==> src/rtl/div_seq.sv <==
// Operand sequencer in front of the fixed-point divider: takes (a, b), drives the
// divider for DIV_LAT cycles, then returns the quotient (or a saturated result on b == 0).
module div_seq #(
  parameter int A_W     = 12,
  parameter int FRAC    = 14,
  parameter int N       = 14,
  parameter int DIV_LAT = 27,
  localparam int M      = A_W + FRAC
) (
  input  logic         clk,
  input  logic         rst_n,
  input  logic         in_valid,
  output logic         in_ready,
  input  logic [A_W-1:0] in_a,
  input  logic [N-1:0] in_b,
  output logic [M-1:0] dividend,
  output logic [N-1:0] divisor,
  output logic         en,
  input  logic [M-1:0] quotient,
  output logic         out_valid,
  input  logic         out_ready,
  output logic [M-1:0] out_q,
  output logic         out_dz
);

  localparam int CNT_W = $clog2(DIV_LAT + 1);
  localparam logic [CNT_W-1:0] LAST = CNT_W'(DIV_LAT - 1);

  typedef enum logic [1:0] {IDLE, RUN, OUT} state_e;

  state_e           state_q;
  logic [CNT_W-1:0] cnt_q;
  logic [M-1:0]     dividend_q;
  logic [N-1:0]     divisor_q;
  logic             en_q;
  logic [M-1:0]     res_q;
  logic             dz_q;

  always_ff @(posedge clk or negedge rst_n) begin
    if (!rst_n) begin
      state_q    <= IDLE;
      cnt_q      <= '0;
      dividend_q <= '0;
      divisor_q  <= '0;
      en_q       <= 1'b0;
      res_q      <= '0;
      dz_q       <= 1'b0;
    end else begin
      unique case (state_q)
        IDLE: begin
          if (in_valid) begin
            dividend_q <= M'(in_a) << FRAC;
            divisor_q  <= in_b;
            if (in_b != '0) begin
              en_q    <= 1'b1;
              cnt_q   <= '0;
              state_q <= RUN;
            end else begin
              // Zero divisor never reaches the divider; saturate and flag instead.
              res_q   <= '1;
              dz_q    <= 1'b1;
              state_q <= OUT;
            end
          end
        end
        RUN: begin
          cnt_q <= cnt_q + 1'b1;
          if (cnt_q == LAST) begin
            res_q   <= quotient;
            dz_q    <= 1'b0;
            en_q    <= 1'b0;
            state_q <= OUT;
          end
        end
        OUT: begin
          if (out_ready) state_q <= IDLE;
        end
        default: state_q <= IDLE;
      endcase
    end
  end

  assign in_ready  = (state_q == IDLE);
  assign out_valid = (state_q == OUT);
  assign dividend  = dividend_q;
  assign divisor   = divisor_q;
  assign en        = en_q;
  assign out_q     = res_q;
  assign out_dz    = dz_q;

endmodule

==> config.mk <==
export PLATFORM = sky130hd
export DESIGN_NAME = div_seq
export DESIGN_NICKNAME = d
export VERILOG_FILES = /design/src/rtl/div_seq.sv
export SDC_FILE = /design/constraint.sdc
export NUM_CORES = 1
export LEC_CHECK = 0
export CORE_UTILIZATION = 24
export CTS_BUF_LIST = sky130_fd_sc_hd__clkbuf_4 sky130_fd_sc_hd__clkbuf_8
export CTS_CLUSTER_SIZE = 30
export DETAILED_ROUTE_END_ITERATION = 7
export REMOVE_ABC_BUFFERS = 1
export SYNTH_ARGS = -nofsm -noshare
export SYNTH_HDL_FRONTEND = slang
export SYNTH_SLANG_ARGS = --single-unit
==> constraint.sdc <==
create_clock -name clk -period 2.3 [get_ports clk]
set_input_delay 0.23 -clock clk [delete_from_list [all_inputs] [get_ports clk]]
set_output_delay 0.23 -clock clk [all_outputs]
set_load 0.03 [all_outputs]
==> results.cfg, run 1 <==
[job]
maxCapViolCount = 0

[grt]
grt_use_total_pct = 12.0
grt_pass1_wl_microns = 10600
grt_max_degree = 29
grt_overflow_total = 0
grt_pass1_vias = 2178
antenna_found_initial = 0

[setup_path]
cp-end-kind = primary output
worstPathMaxFanout = 10
crit_chain = nor2_2, clkdlybuf4s50_1
crit_type = flop to primary output
crit_path_start_kind = flop
cpPeakStageDelay_ns = 0.73
crit_arrival_ns = 1.84
worst_path_max_delay_cell = clkdlybuf4s50_1
required_ns = 2.07

[floorplanning]
rows = 37
die_h_microns = 106
start_util_pct = 24.9
core_sq_um = 10400
dieArea_sq_um = 11200
die-width_microns = 106
io_pins = 126

[place]
port_buffers = 111
place_congestion = 0.740
placed_cells = 481
detailed_place_hpwl_microns = 4540
place_ws_ns = 0.376

[detailed_routing]
post_drt_wl_per_cell_microns = 12.8
drc = 0
ant_nets = 0
drt_iter0_markers = 44
wl_met2_microns = 2630
drt_first_pass_iters = 4
wl_microns = 6380
wl_met3_microns = 739
highest_layer = met4
via_per_inst = 4.23
via_count = 2102
wl_met1_microns = 2900

[synthesis]
synthCells = 240
ys_types = 31
yosys_register_bits = 61
seq_area_frac_synth_pct = 58.8
yosys.area_share.simple_pct = 20.0
synth_compound_area_share_pct = 12.0
synth_top_family_by_area = simple AND/OR/NAND/NOR gates
yosys.area_share.xor_xnor_pct = 0.675
ys.warnings.count = 0
synth-adder-area-share_pct = 0.964
synthMuxAreaShare_pct = 0.434
synth_area_sq_um = 2590
avgSynthCellArea_sq_um = 10.8

[timing]
hold_violations = 0
rsz0062_at_grt = no
setup_viol = 0
final.setup.tns_ns = 0
fin_crit_ns = 2.07
fmax_mhz = 483
setup_ws_ns = 0.231
post-route-period-util_pct = 90.0
skew_ns = 0.00859
hold_ws_ns = 0.317
drv_slew = 0

[clock_network]
clk_path_buf_depth = 2
post_cts_buffers = 0
htreeDepth = 3
insertion_delay_ns = 0.34
cts_made_buffers = 9
clk_pin_slew_ns = 0.08
cts_tree = yes
root_buffer = clkbuf_8
cts.sinks = 61

[final_layout]
multi_input_area_sq_um = 936
regArea_sq_um = 1530
final_common_cell = clkdlybuf4s50_1
n_antenna_cell = 0
drive_gt1_share_pct = 8.03
final_cell_mix = clkdlybuf4s50_1 (110), nand2_1 (84), dfrtp_1 (61)
nets = 415
synthToLayoutAreaGrowth_pct = 54.8
final_core_util_pct = 38.6
nFillCells = 1058
finalNonFillerCells = 497

[power]
intPower_mw = 3.51
combPwrFrac_pct = 52.7
swShare_pct = 42.0
power_switching_mw = 2.55
ir_drop_mv = 0.645
clock_power_share_pct = 15.8
powerDensity_nw_per_um2 = 1510
sequentialPowerShare_pct = 31.5
p_leak_nw = 1.79

[run_status]
status = completed

[worst_hold_path]
hold_class = primary input to async pin
==> worst paths after layout <==
kind | cells after the start | endpoint | slack [ns] | start
worst max register to register | 7 | out_q[22]$_DFFE_PN0P_ | 0.58 | cnt_q[0]$_DFFE_PN0P_
worst min-delay path | 2 | divisor[11]$_DFFE_PN0P_ | 0.32 | rst_n
worst min register to register | 2 | divisor[7]$_DFFE_PN0P_ | 0.48 | divisor[7]$_DFFE_PN0P_
worst max-delay path | 2 | in_ready | 0.23 | state_q[1]$_DFFE_PN0P_
max in group asynchronous | 3 | dividend[17]$_DFFE_PN0P_ | 1.31 | rst_n
min in group clk | 3 | dividend[18]$_DFFE_PN0P_ | 0.42 | in_a[4]
==> cells in the mapped netlist (all sizes together) <==
library cell / number / share of area (%)
clkbuf: 2 / 0.29
buf: 23 / 6.3
nand3: 2 / 0.39
dfrtp: 61 / 59
a211o: 3 / 1.0
inv: 3 / 0.43
nand4: 3 / 1.3
o211ai: 1 / 0.29
a221o: 1 / 0.39
xor2: 2 / 0.68
mux2: 1 / 0.43
nor4: 3 / 2.5
a21o: 1 / 0.29
conb: 1 / 0.14
nand4b: 1 / 0.34
nor2b: 2 / 0.48
o22ai: 1 / 0.24
nand2: 84 / 12
a21oi: 3 / 1.0
nor2: 8 / 1.3
and2: 1 / 0.24
ha: 2 / 0.96
o22a: 26 / 8.8
nand2b: 3 / 0.72
nand3b: 1 / 0.29
and4: 1 / 0.34
==> flip-flops by register name, indices dropped and copies added (netlist names) <==
name / cells
cnt_q: 5
dividend: 12
divisor: 14
en: 1
out_dz: 1
out_q: 26
state_q: 2
==> worst max-delay path, delay by kind of cell, from the launching register on <==
| kind | cells | cell delay [ns] |
|---|---|---|
| buffers and inverters | 1 | 0.73 |
| flip-flops | 1 | 0.49 |
| AND/OR/NAND/NOR | 1 | 0.29 |
==> logic make-up (layout without fill, tap and decap cells) <==
kind of cell	Yosys count	count (layout)
compound gates	36	36
xor+xnor	2	2
fa+ha+maj	2	2
buf+inv	28	136
flops	61	61
mux	1	1
other cells	1	14
simple gates	109	109
==> through the flow <==
stage,power (mW),area (sq um)
2_1_floorplan,3.71,2470
3_3_place_gp,5.09,3810
3_5_place_dp,5.15,3810
4_1_cts,6.15,4020
5_1_grt,6.45,4020
6_report,6.05,4020
==> area by class of cell <==
| class | instances | area share (%) |
|---|---|---|
| clock buffers | 11 | 3.77 |
| clock inverters | 4 | 1.18 |
| inverters | 3 | 0.280 |
| multi-input cells | 164 | 23.3 |
| flip-flops and latches | 61 | 38.0 |
| well taps | 136 | 4.24 |
| repair buffers | 118 | 29.2 |
==> routing by layer <==
layer,GRT usage (%),vias to the layer above
met3,6.38,9
met2,17.4,107
met1,14.7,974
li1,-,1012
met4,5.36,0
met5,0,-
==> power groups by stage <==
stage	clock (mW)	combinational (mW)	sequential, mW
floorplan	0	0.901	2.81
global placement	0	3.18	1.91
detailed placement	0	3.24	1.92
CTS	1.00	3.24	1.91
global route	1.05	3.42	1.98
finish	0.959	3.19	1.90
==> what timing repair did <==
| action | 4_1_cts | 5_1_grt |
|---|---|---|
| endpoints found under the hold margin | 13 | 0 |
| gates resized for setup | 0 | 0 |
| hold buffers | 1 | 0 |
(Power assumes the default switching activity.)
==> inputs of run 2 (changes only) <==
--- a/config.mk
+++ b/config.mk
@@ -10,6 +10,7 @@
 export CTS_CLUSTER_SIZE = 30
 export DETAILED_ROUTE_END_ITERATION = 7
 export REMOVE_ABC_BUFFERS = 1
+export SKIP_LAST_GASP = 1
 export SYNTH_ARGS = -nofsm -noshare
 export SYNTH_HDL_FRONTEND = slang
 export SYNTH_SLANG_ARGS = --single-unit
==> constraint.sdc (replaced) <==
create_clock -name clk -period 2.3 [get_ports clk]
set_input_delay 0.23 -clock clk [delete_from_list [all_inputs] [get_ports clk]]
set_output_delay 0.23 -clock clk [all_outputs]
set_load 0.1 [all_outputs]
==> run 2 against run 1 <==
  * Register-to-register slack got worse by 0.02 ns
  * Global-route usage barely moved
  * Die area did not move
  * Fmax rose by 19%
  * Setup slack improved by 0.33 ns
  * Via count fell by 2.3%
==> results.cfg, run 2 (synthesis results as in run 1) <==
[run_status]
status = completed

[final_layout]
final_core_util_pct = 37.0
nets = 414
drive_gt1_share_pct = 23.1
synthToLayoutAreaGrowth_pct = 48.4
final_common_cell = nand2_1
largest_reg_flops = 26
final_cell_mix = nand2_1 (84), dfrtp_1 (61), buf_4 (59)
n_antenna_cell = 0

[timing]
hold_violations = 0
post-route-period-util_pct = 75.6
setup_viol = 0
rsz0062_at_grt = no
drv_slew = 0
skew_ns = 0.00600
fin_crit_ns = 1.74
fmax_mhz = 575

[detailed_routing]
via_count = 2054
ant_nets = 0
wl_microns = 6300
via_per_inst = 4.15
drt_first_pass_iters = 4
post_drt_wl_per_cell_microns = 12.7
drt_iter0_markers = 94
drc = 0

[setup_path]
crit_type = flop to flop
crit_chain = inv_1, ha_1, nand4b_1, a211o_1, a21oi_4, buf_12, o22a_1
worstReg2RegStart = cnt_q[0]$_DFFE_PN0P_
required_ns = 2.56
worst_path_max_delay_cell = dfrtp_1
ff2ff_setup_slack_ns = 0.56
cp-end-kind = flop
crit_path_start_kind = flop
cpPeakStageDelay_ns = 0.43
startpoint = cnt_q[0]$_DFFE_PN0P_
crit_arrival_ns = 2.00
worstPathMaxFanout = 28

[floorplanning]
die-width_microns = 106
io_pins = 126
die_h_microns = 106
dieArea_sq_um = 11200
core_sq_um = 10400
start_util_pct = 24.9
rows = 37

[grt]
grt_pass1_vias = 2177
grt_max_degree = 62
grt_pass1_wl_microns = 10500
grt_overflow_total = 0
antenna_found_initial = 0
grt_use_total_pct = 12.0

[clock_network]
root_buffer = clkbuf_8
cts_tree = yes
cts_made_buffers = 9
clk_path_buf_depth = 2
insertion_delay_ns = 0.33
cts.sinks = 61
clk_pin_slew_ns = 0.07
htreeDepth = 3

[place]
place_congestion = 0.693
detailed_place_hpwl_microns = 4240
port_buffers = 111

[worst_hold_path]
hold_class = primary input to async pin

[job]
maxCapViolCount = 0
==> run 2: cell count changes in the layout (fill, tap and decap cells not counted) <==
| cell | delta |
|---|---|
| clkdlybuf4s50_1 | -56 |
| buf_4 | +54 |
| clkbuf_4 | +1 |
| clkinvlp_4 | -1 |
| bufinv_16 | -1 |
| buf_12 | +1 |
==> run 2: final cells by class <==
type / count / area, sq um
flip-flops and latches: 61 / 1530
repair buffers: 117 / 1040
inverters: 3 / 11.3
well taps: 136 / 170
clock buffers: 12 / 159
fillers: 1038 / 6570
clock inverters: 2 / 10.0
multi-input cells: 164 / 936
==> run 2: worst max-delay path: cells and delay by family, from the launching register on <==
family	cells	cell delay [ns]
AO/OA/AOI/OAI	3	0.66
adder cells (fa/ha/maj)	1	0.16
AND/OR/NAND/NOR	1	0.12
buffers and inverters	2	0.30
flip-flops	1	0.43
==> run 2: final timing paths <==
| path | to | cells past startpoint |
|---|---|---|
| max in group asynchronous | cnt_q[4]$_DFFE_PN0P_ | 3 |
| max reg2reg | out_q[5]$_DFFE_PN0P_ | 7 |
| max | out_q[5]$_DFFE_PN0P_ | 7 |
| min | out_q[1]$_DFFE_PN0P_ | 3 |
| min reg2reg | divisor[7]$_DFFE_PN0P_ | 2 |
| min in group clk | dividend[18]$_DFFE_PN0P_ | 3 |
==> run 2: per-layer routing <==
| metal | share of wire [%] | routed length (microns) | vias to the layer above | GRT usage [%] |
|---|---|---|---|---|
| li1 | - | - | 1010 | - |
| met2 | 41 | 2610 | 115 | 18.6 |
| met4 | 1.4 | 90 | 0 | 4.76 |
| met1 | 46 | 2900 | 920 | 14.6 |
| met5 | 0 | 0 | - | 0 |
| met3 | 11 | 691 | 9 | 5.15 |
==> run 2: through the flow <==
stage	TNS [ns]	setup slack (ns)	area, sq um	std cells	hold slack (ns)
global placement	0	0.392	3670	480	0.269
floorplan	-4.21	-0.220	2470	228	-0.0656
finish	0	0.561	3850	495	0.425
global route	0	0.464	3850	495	0.428
CTS	0	0.566	3850	495	0.406
detailed placement	0	0.357	3670	480	0.266
==> run 2: repair_timing <==
item / in CTS / in global routing
endpoints found under the hold margin: 61 / 0
setup buffers: 0 / 0
resized for setup: 0 / 0
hold buffers: 1 / 0
Power of run 2 is not shown: default switching activity piles up to over one toggle a cycle in this logic, so the estimate is an artifact.
